### src/rtl/reg_scoreboard.sv
// Register-write scoreboard: per-register in-flight write counters feeding the
// hazard unit, with issue gating on counter saturation and drain requests.
module reg_scoreboard #(
  parameter int NUM_REGS = 32,
  parameter int CNT_W    = 2
) (
  input  logic                clk,
  input  logic                rst_n,
  input  logic                issue_valid,
  input  logic                issue_reg_write,
  input  logic [4:0]          issue_rd,
  output logic                issue_ready,
  input  logic                wb_valid,
  input  logic                wb_reg_write,
  input  logic [4:0]          wb_rd,
  input  logic                kill_valid,
  input  logic                kill_reg_write,
  input  logic [4:0]          kill_rd,
  input  logic                drain_req,
  output logic                drain_done,
  input  logic [4:0]          query_rs1,
  input  logic [4:0]          query_rs2,
  output logic                busy_rs1,
  output logic                busy_rs2,
  output logic [NUM_REGS-1:0] reg_write_bitmap,
  output logic                scoreboard_enable,
  output logic [7:0]          outstanding,
  output logic                sb_error
);

  typedef enum logic [1:0] {
    INIT  = 2'd0,
    RUN   = 2'd1,
    DRAIN = 2'd2
  } state_t;

  localparam logic [CNT_W-1:0] CNT_MAX = '1;
  localparam logic [CNT_W+1:0] ONE     = 1;

  state_t           state;
  state_t           state_next;
  logic             drain_done_next;

  logic [CNT_W-1:0] cnt      [NUM_REGS];
  logic [CNT_W-1:0] cnt_next [NUM_REGS];
  logic [CNT_W+1:0] cnt_tmp;
  logic [7:0]       outstanding_next;
  logic             underflow;

  logic             issue_wr;
  logic             issue_acc;
  logic             wb_dec;
  logic             kill_dec;
  logic             same_rd_dec;

  assign issue_wr    = issue_reg_write && (issue_rd != 5'd0);
  assign wb_dec      = wb_valid && wb_reg_write && (wb_rd != 5'd0);
  assign kill_dec    = kill_valid && kill_reg_write && (kill_rd != 5'd0);
  assign same_rd_dec = (wb_dec && (wb_rd == issue_rd)) ||
                       (kill_dec && (kill_rd == issue_rd));

  // A saturated counter may still accept an issue if the same register retires
  // or is squashed in this cycle, since the net change then cannot overflow.
  assign issue_ready = (state == RUN) &&
                       !(issue_wr && (cnt[issue_rd] == CNT_MAX) && !same_rd_dec);
  assign issue_acc   = issue_valid && issue_ready && issue_wr;

  assign scoreboard_enable = (state != INIT);
  assign busy_rs1          = reg_write_bitmap[query_rs1];
  assign busy_rs2          = reg_write_bitmap[query_rs2];

  always_comb begin
    reg_write_bitmap = '0;
    for (int r = 1; r < NUM_REGS; r++) begin
      reg_write_bitmap[r] = |cnt[r];
    end
  end

  // Net issue/wb/kill delta per register, saturating at zero on underflow.
  // outstanding tracks the sum of the updated counters, so it can never go
  // below zero nor drift from the per-register state after an underflow.
  always_comb begin
    underflow        = 1'b0;
    outstanding_next = '0;
    cnt_tmp          = '0;
    for (int r = 0; r < NUM_REGS; r++) begin
      cnt_next[r] = '0;
    end
    for (int r = 1; r < NUM_REGS; r++) begin
      cnt_tmp = {2'b00, cnt[r]};
      if (issue_acc && (issue_rd == 5'(r))) cnt_tmp = cnt_tmp + ONE;
      if (wb_dec && (wb_rd == 5'(r)))       cnt_tmp = cnt_tmp - ONE;
      if (kill_dec && (kill_rd == 5'(r)))   cnt_tmp = cnt_tmp - ONE;
      if (cnt_tmp[CNT_W+1]) begin
        cnt_next[r] = '0;
        underflow   = 1'b1;
      end else if (cnt_tmp[CNT_W]) begin
        cnt_next[r] = CNT_MAX;
      end else begin
        cnt_next[r] = cnt_tmp[CNT_W-1:0];
      end
      outstanding_next = outstanding_next + 8'(cnt_next[r]);
    end
  end

  always_comb begin
    state_next      = state;
    drain_done_next = 1'b0;
    case (state)
      INIT:  state_next = RUN;
      RUN:   if (drain_req) state_next = DRAIN;
      DRAIN: begin
        if (outstanding == 8'd0) begin
          state_next      = RUN;
          drain_done_next = 1'b1;
        end
      end
      default: state_next = INIT;
    endcase
  end

  always_ff @(posedge clk) begin
    if (!rst_n) begin
      state      <= INIT;
      drain_done <= 1'b0;
    end else begin
      state      <= state_next;
      drain_done <= drain_done_next;
    end
  end

  always_ff @(posedge clk) begin
    if (!rst_n) begin
      for (int r = 0; r < NUM_REGS; r++) begin
        cnt[r] <= '0;
      end
      outstanding <= '0;
      sb_error    <= 1'b0;
    end else begin
      for (int r = 0; r < NUM_REGS; r++) begin
        cnt[r] <= cnt_next[r];
      end
      outstanding <= outstanding_next;
      if (underflow) sb_error <= 1'b1;
    end
  end

endmodule

### config.mk
export PLATFORM = sky130hd
export DESIGN_NAME = reg_scoreboard
export DESIGN_NICKNAME = d
export VERILOG_FILES = /design/src/rtl/reg_scoreboard.sv
export SDC_FILE = /design/constraint.sdc
export NUM_CORES = 1
export LEC_CHECK = 0
export CELL_PAD_IN_SITES_DETAIL_PLACEMENT = 0
export CELL_PAD_IN_SITES_GLOBAL_PLACEMENT = 1
export CORE_AREA = 5 5 203 205
export DETAILED_ROUTE_END_ITERATION = 16
export DIE_AREA = 0 0 208 210
export PLACE_DENSITY = 0.72
export REMOVE_ABC_BUFFERS = 1
export SETUP_SLACK_MARGIN = 0.2
export SLEW_MARGIN = 20
export SYNTH_ARGS = -nofsm -noshare
export SYNTH_HDL_FRONTEND = slang
export SYNTH_SLANG_ARGS = --single-unit
### constraint.sdc
create_clock -name clk -period 12.1 [get_ports clk]
set_input_delay 2.42 -clock clk [delete_from_list [all_inputs] [get_ports clk]]
set_output_delay 2.42 -clock clk [all_outputs]
set_load 0.01 [all_outputs]
==> results.py <==
metrics = {
    "outcome": {
        "outcome": "complete, no violations",
    },
    "grt": {
        "grt.total_usage_pct": 21.86,
        "antenna_found_initial": 0,
        "grt_pass1_vias": 12330,
        "grt_pass1_wl_mm": 73.80,
        "grt_max_degree": 50,
        "overflow": 0,
    },
    "timing": {
        "rsz0062_at_grt": "false",
        "max_freq_mhz": 87.67,
        "slew_headroom_pct": 26.72,
        "maxSlewViolCount": 0,
        "finalHoldViolCount": 0,
        "min_period_ns": 11.41,
        "finalSetupTns_ns": 0,
        "fin_crit_sh_pct": 94.27,
        "tightest_slew_ns": 1.091,
        "setup_violations": 0,
        "finClkSkew_ns": 0.01607,
    },
    "worst_setup_path": {
        "rr_endpoint": "outstanding[5]",
        "max_stage_delay_ns": 0.77,
        "cpMaxStageDelayCell": "clkdlybuf4s50_1",
        "worstRegToRegCells": 31,
        "criticalPathCategory": "in -> reg",
        "cpMostUsedCell": "fa_1",
        "startpoint_type": "input pin",
        "reg2reg_from": "cnt[7][1]",
        "worstPathMaxFanout": 12,
        "arrival_ns": 11.63,
        "worst_ep_required_time_ns": 12.32,
        "critPathCaptureType": "flip-flop",
        "rrSetupSlack_ns": 3.13,
    },
    "cts": {
        "cts.sinks": 73,
        "cts_tree": "done",
        "cts_inserted_buffers": 9,
        "max-clock-path-buffers": 2,
        "postCtsHoldBufs": 0,
        "postCtsSetupBuffers": 0,
        "path_clk_slew_ns": 0.06,
        "insertion_delay_ns": 0.37,
        "root_buffer": "clkbuf_16",
        "htree_num_levels": 3,
        "cts-resized-gates": 0,
    },
    "hold_path": {
        "min_from": "state[0]",
        "hold_class": "reg -> reg",
        "hold_depth": 1,
        "min_to": "drain_done",
    },
    "yosys": {
        "synth_ff_type": "dfxtp_1",
        "synth.most_common_cell": "inv_1",
        "synth_area_leader_cell": "ha_1",
        "ys_async_sr_fraction_pct": 0,
        "synth.yosys.warnings": 0,
        "synth_cells": 1671,
        "yosys.cell_types.count": 94,
        "yosysSeqAreaShare_pct": 11.18,
        "synth_edf_count": 0,
        "syn_avg_cell_area_um2": 7.821,
        "synth_common_cells": "inv_1 (188), nor2_1 (179), nand2_1 (165), ha_1 (134), xnor2_1 (99)",
        "syn_area_um2": 13070,
        "synthTopCellsByArea": "ha_1 (13%), dfxtp_1 (11%), fa_1 (8.7%)",
        "synth-seq-cells": 73,
        "synth_top_area_share_pct": 12.83,
    },
    "route": {
        "wl_per_cell_um": 21.36,
        "drc": 0,
        "drt-total-wl_mm": 48.94,
        "drt_iter0_drc": 1164,
        "vias": 12610,
        "dr.pass1.iters": 5,
        "drtAntennaViolNets": 0,
        "viasPerCell": 5.505,
    },
    "die": {
        "start_util_pct": 33.27,
        "fp.dieH_um": 210,
        "die-width_um": 208,
        "pin_count": 80,
        "core_um2": 39280,
        "rows": 73,
        "die_area_um2": 43680,
    },
    "cells_and_area": {
        "fin_util_pct": 38.07,
        "nets": 1986,
        "diodes": 0,
        "fillCellCount": 4134,
        "area_growth_pct": 14.42,
        "drive_gt1_share_pct": 9.230,
    },
    "pwr": {
        "power_w": 0.0009908,
        "leakage_nw": 5.915,
        "p_per_area_nw_per_um2": 66.26,
        "vdd_drop_max_mv": 0.04798,
    },
    "place": {
        "gp_congestion": 1.016,
        "hpwl_mm": 41.18,
        "port_buffers": 77,
    },
    "flow_run": {
        "drv_cap": 0,
    },
}
-- worst max path at each step --
stage                     slack, ns              to   startpoint
after floorplan                0.57  outstanding[5]  issue_rd[0]
after detailed placement       0.22  outstanding[5]  issue_rd[1]
after global routing           0.32  outstanding[5]  issue_rd[0]
final                          0.69  outstanding[5]  issue_rd[2]
after CTS                      0.58  outstanding[5]  issue_rd[1]
after global placement         0.29  outstanding[5]  issue_rd[1]
-- critical path, delay by kind of cell --
kind | cells | cell delay, ns
adder cells (fa/ha/maj) | 11 | 4.70
buffers and inverters | 7 | 1.56
AO/OA/AOI/OAI | 6 | 1.21
AND/OR/NAND/NOR | 7 | 1.16
multiplexers | 1 | 0.29
XOR/XNOR | 2 | 0.27
-- cell type report --
class / instances / area [um2] / area share (%)
Clock inverter: 2 / 35.03 / 0.2343
Sequential cell: 73 / 1461 / 9.773
Clock buffer: 14 / 274.0 / 1.832
Tap cell: 525 / 656.9 / 4.393
Multi-Input combinational cell: 1361 / 10660 / 71.29
Timing Repair Buffer: 127 / 1156 / 7.732
Inverter: 189 / 709.4 / 4.744
-- cells by family after synthesis --
group | Yosys count | synth area share [%]
other | 1 | 0.02869
muxes | 103 | 10.96
DFF | 73 | 11.18
buffers and inverters | 238 | 7.343
adders and majority gates | 191 | 21.56
xor gates and xnor gates | 152 | 10.30
and+or+nand+nor | 669 | 24.97
AOI/OAI and AO/OA | 244 | 13.65
-- placed cells by master, fill, tap and decap left out, types with 18 or more instances in the layout --
master             n
ha_1             134
clkdlybuf4s50_1   75
buf_4             49
dfxtp_1           73
xor2_1            51
and2_1            26
xnor2_1           99
a211oi_1          18
nand2_1          165
nor2_1           179
nand2b_1          23
nand3_1           66
o21ai_0           30
nor2b_1           20
nor3_1            74
inv_1            187
mux2i_1           52
fa_1              57
mux4_2            30
mux2_2            20
a21oi_1           66
-- state kept, by name, indices dropped and copies added, names as in the netlist --
signal       count
sb_error         1
drain_done       1
cnt             62
outstanding      7
state            2
-- report_power, final --
| group | leakage [nW] | switching, W | internal [W] |
|---|---|---|---|
| registers | 0.591 | 0.0000126 | 0.000253 |
| logic | 5.17 | 0.000244 | 0.000185 |
| clock network | 0.153 | 0.000120 | 0.000177 |
-- metrics by stage --
stage	worst slack [ns]	std cells	instance area (um2)	hold slack (ns)
5_1_grt	0.3172	2291	14950	0.5291
4_1_cts	0.5786	2291	14940	0.5095
3_3_place_gp	0.2917	2275	14630	0.4883
6_report	0.6938	2291	14950	0.5069
3_5_place_dp	0.2159	2275	14630	0.4946
2_1_floorplan	0.5663	1623	12820	0.4630
-- metal layers --
metal	up-vias	routed length (um)	track usage, %
met3	97	3712	4.777
met2	456	22280	36.40
met4	0	2337	8.992
met1	6058	20610	27.64
met5	-	0	0
li1	6001	-	-
Power figures use the tool's default switching activity.
==> RTL edit, RTL diff (same settings) <==
Register the output `sb_error` once more, with the module's reset; this adds one clock of latency there. The other outputs are not delayed to match.
--- a/src/rtl/reg_scoreboard.sv
+++ b/src/rtl/reg_scoreboard.sv
@@ -36,6 +36,8 @@
 
   localparam logic [CNT_W-1:0] CNT_MAX = '1;
   localparam logic [CNT_W+1:0] ONE     = 1;
+
+  logic sb_error_s0;
 
   state_t           state;
   state_t           state_next;
@@ -135,13 +137,21 @@
         cnt[r] <= '0;
       end
       outstanding <= '0;
-      sb_error    <= 1'b0;
+      sb_error_s0 <= 1'b0;
     end else begin
       for (int r = 0; r < NUM_REGS; r++) begin
         cnt[r] <= cnt_next[r];
       end
       outstanding <= outstanding_next;
-      if (underflow) sb_error <= 1'b1;
+      if (underflow) sb_error_s0 <= 1'b1;
+    end
+  end
+
+  always_ff @(posedge clk) begin
+    if (!rst_n) begin
+      sb_error <= '0;
+    end else begin
+      sb_error <= sb_error_s0;
     end
   end
 
Function: changed (a bounded check fails within 4 cycles, from zero or initial values and one cycle with rst_n low).
==> RTL edit against the original RTL <==
Cell area rose by 0.81%. Worst setup slack got worse by 0.064 ns. Total power fell by 3.8%. Synthesized cell count barely moved. Largest cell class unchanged. Non-clock buffer count rose by 6. Area after synthesis rose by 1.1%. Wire length rose by 3.3%. Sequential cell count rose by 1. Fmax fell by 0.56%. Highest routed layer is now met5.
==> RTL edit: results <==
clock_tree:
  clock-root-buffer: "clkbuf_16"
  h-tree-depth: 3
  clock_latency_ns: 0.36
  cts_buffer_depth: 2
  clk_pin_slew_worst_paths_ns: 0.06
  cts_buffers: 9
power:
  ir_worst_vdd_mv: 0.0710
  p_switching_mw: 0.375
  leakagePower_nw: 6.04
layout:
  fin_nets: 1981
  reg_top3: "cnt (62), outstanding (7), state (2)"
  drive_gt1_share_pct: 9.38
  num_antenna_cells: 0
routing:
  routed_via_density: 5.63
  drc: 0
  dr.pass1.iters: 5
  vias: 12858
  first_iter_violations: 787
  wl_um: 50500
yosys:
  synthTopCellsByArea: "ha_1 13%, dfxtp_1 11%, fa_1 8.6%"
  synth.distinct_cells: 87
  synthFlopType: "dfxtp_1"
  synth_edf_count: 0
  yosysSeqAreaShare_pct: 11.2
  ys_warn_count: 0
  async_reset_ff_share_pct: 0
  avgSynthCellArea_um2: 7.90
  yosys-top-cells-count: "182 x inv_1, 182 x nor2_1, 144 x nand2_1"
critical_path:
  worst-endpoint-arrival_ns: 11.69
  slowest_delay_ns: 0.56
  critical_path_peak_fanout: 26
  cp_slowest_cell: "fa_1"
timing:
  maxSlewHeadroom_pct: 44.8
  fin_skew_ns: 0.0152
place:
  post-place-cells: 2270
  io_buffer_count: 77
  place_hpwl_um: 41900
  routabilityCongestion: 0.965
run_status:
  status: "finished, final reports clean"
global_route:
  grt_start_max_net_pins: 51
  gr-usage-all-layers_pct: 22.8
  antenna_found_initial: 1
  grt_pass1_wl_um: 77100
hold_path:
  hold_class: "reg -> reg"
==> RTL edit: changes by cell type in the layout (fill, tap and decap cells not counted), sizes merged, moves of 8 or more <==
cell	before	now
and2	26	45
and3	16	29
a221oi	5	15
o211ai	9	20
a21oi	73	34
a211oi	19	11
o21ai	31	50
nand2	165	144
nor3	75	53
nand3	66	57
==> RTL edit: repair_timing <==
action                                  CTS  global route
gates resized for setup                   0             6
buffers inserted                          0             0
endpoints found under the setup margin    0             1
==> RTL edit: cell families (layout without fill, tap and decap cells) <==
| logic type | after synthesis | in the layout | synth area share (%) |
|---|---|---|---|
| AO/OA/AOI/OAI | 255 | 255 | 14.1 |
| XOR/XNOR | 154 | 154 | 10.4 |
| adder cells (fa/ha/maj) | 191 | 191 | 21.3 |
| buffers and inverters | 243 | 330 | 7.63 |
| flip-flops | 74 | 74 | 11.2 |
| multiplexers | 102 | 102 | 10.8 |
| other | 1 | 2 | 0.0284 |
| AND/OR/NAND/NOR | 652 | 652 | 24.5 |
==> RTL edit: cell type report <==
class / instances / area (µm²)
fill: 4074 / 24200
clock inverter: 5 / 31.3
tap: 525 / 657
clock buffer: 10 / 239
inverter: 182 / 683
multi-input combinational: 1356 / 10800
timing repair buffer: 133 / 1220
sequential: 74 / 1480
==> RTL edit: stage by stage <==
stage | power [mW] | setup WS, ns
after floorplan | 0.523 | 1.18
after global placement | 0.688 | 0.339
after detailed placement | 0.689 | 0.272
after CTS | 0.959 | 0.612
after global routing | 1.02 | 0.207
final | 0.953 | 0.630
==> RTL edit: metal layers <==
| metal | global-route usage (%) | vias up | routed length, µm |
|---|---|---|---|
| li1 | - | 6032 | - |
| met1 | 29.9 | 6249 | 21600 |
| met2 | 36.9 | 490 | 22700 |
| met3 | 5.09 | 85 | 4240 |
| met4 | 8.54 | 2 | 1980 |
| met5 | 0 | - | 7 |
==> RTL edit: power by group through the flow <==
| stage | clock [mW] | sequential [mW] | combinational [mW] |
|---|---|---|---|
| detailed placement | 0 | 0.273 | 0.416 |
| global placement | 0 | 0.273 | 0.415 |
| CTS | 0.268 | 0.267 | 0.424 |
| global route | 0.277 | 0.269 | 0.475 |
| finish | 0.264 | 0.268 | 0.421 |
| floorplan | 0 | 0.270 | 0.253 |
==> RTL edit: critical path: cells and delay by family <==
kind	cells	cell delay [ns]
adders and majority gates	11	4.69
and+or+nand+nor	7	1.03
buffers and inverters	7	1.36
AOI/OAI and AO/OA	5	0.95
muxes	1	0.54
xor gates and xnor gates	3	0.65
==> RTL edit: worst paths after layout <==
path	from	to	slack (ns)	depth (start not counted)
hold / removal	state[1]	drain_done	0.51	2
setup reg to reg	cnt[13][0]	outstanding[5]	3.06	32
hold reg to reg	state[1]	drain_done	0.51	2
setup / recovery	issue_rd[1]	outstanding[5]	0.63	34
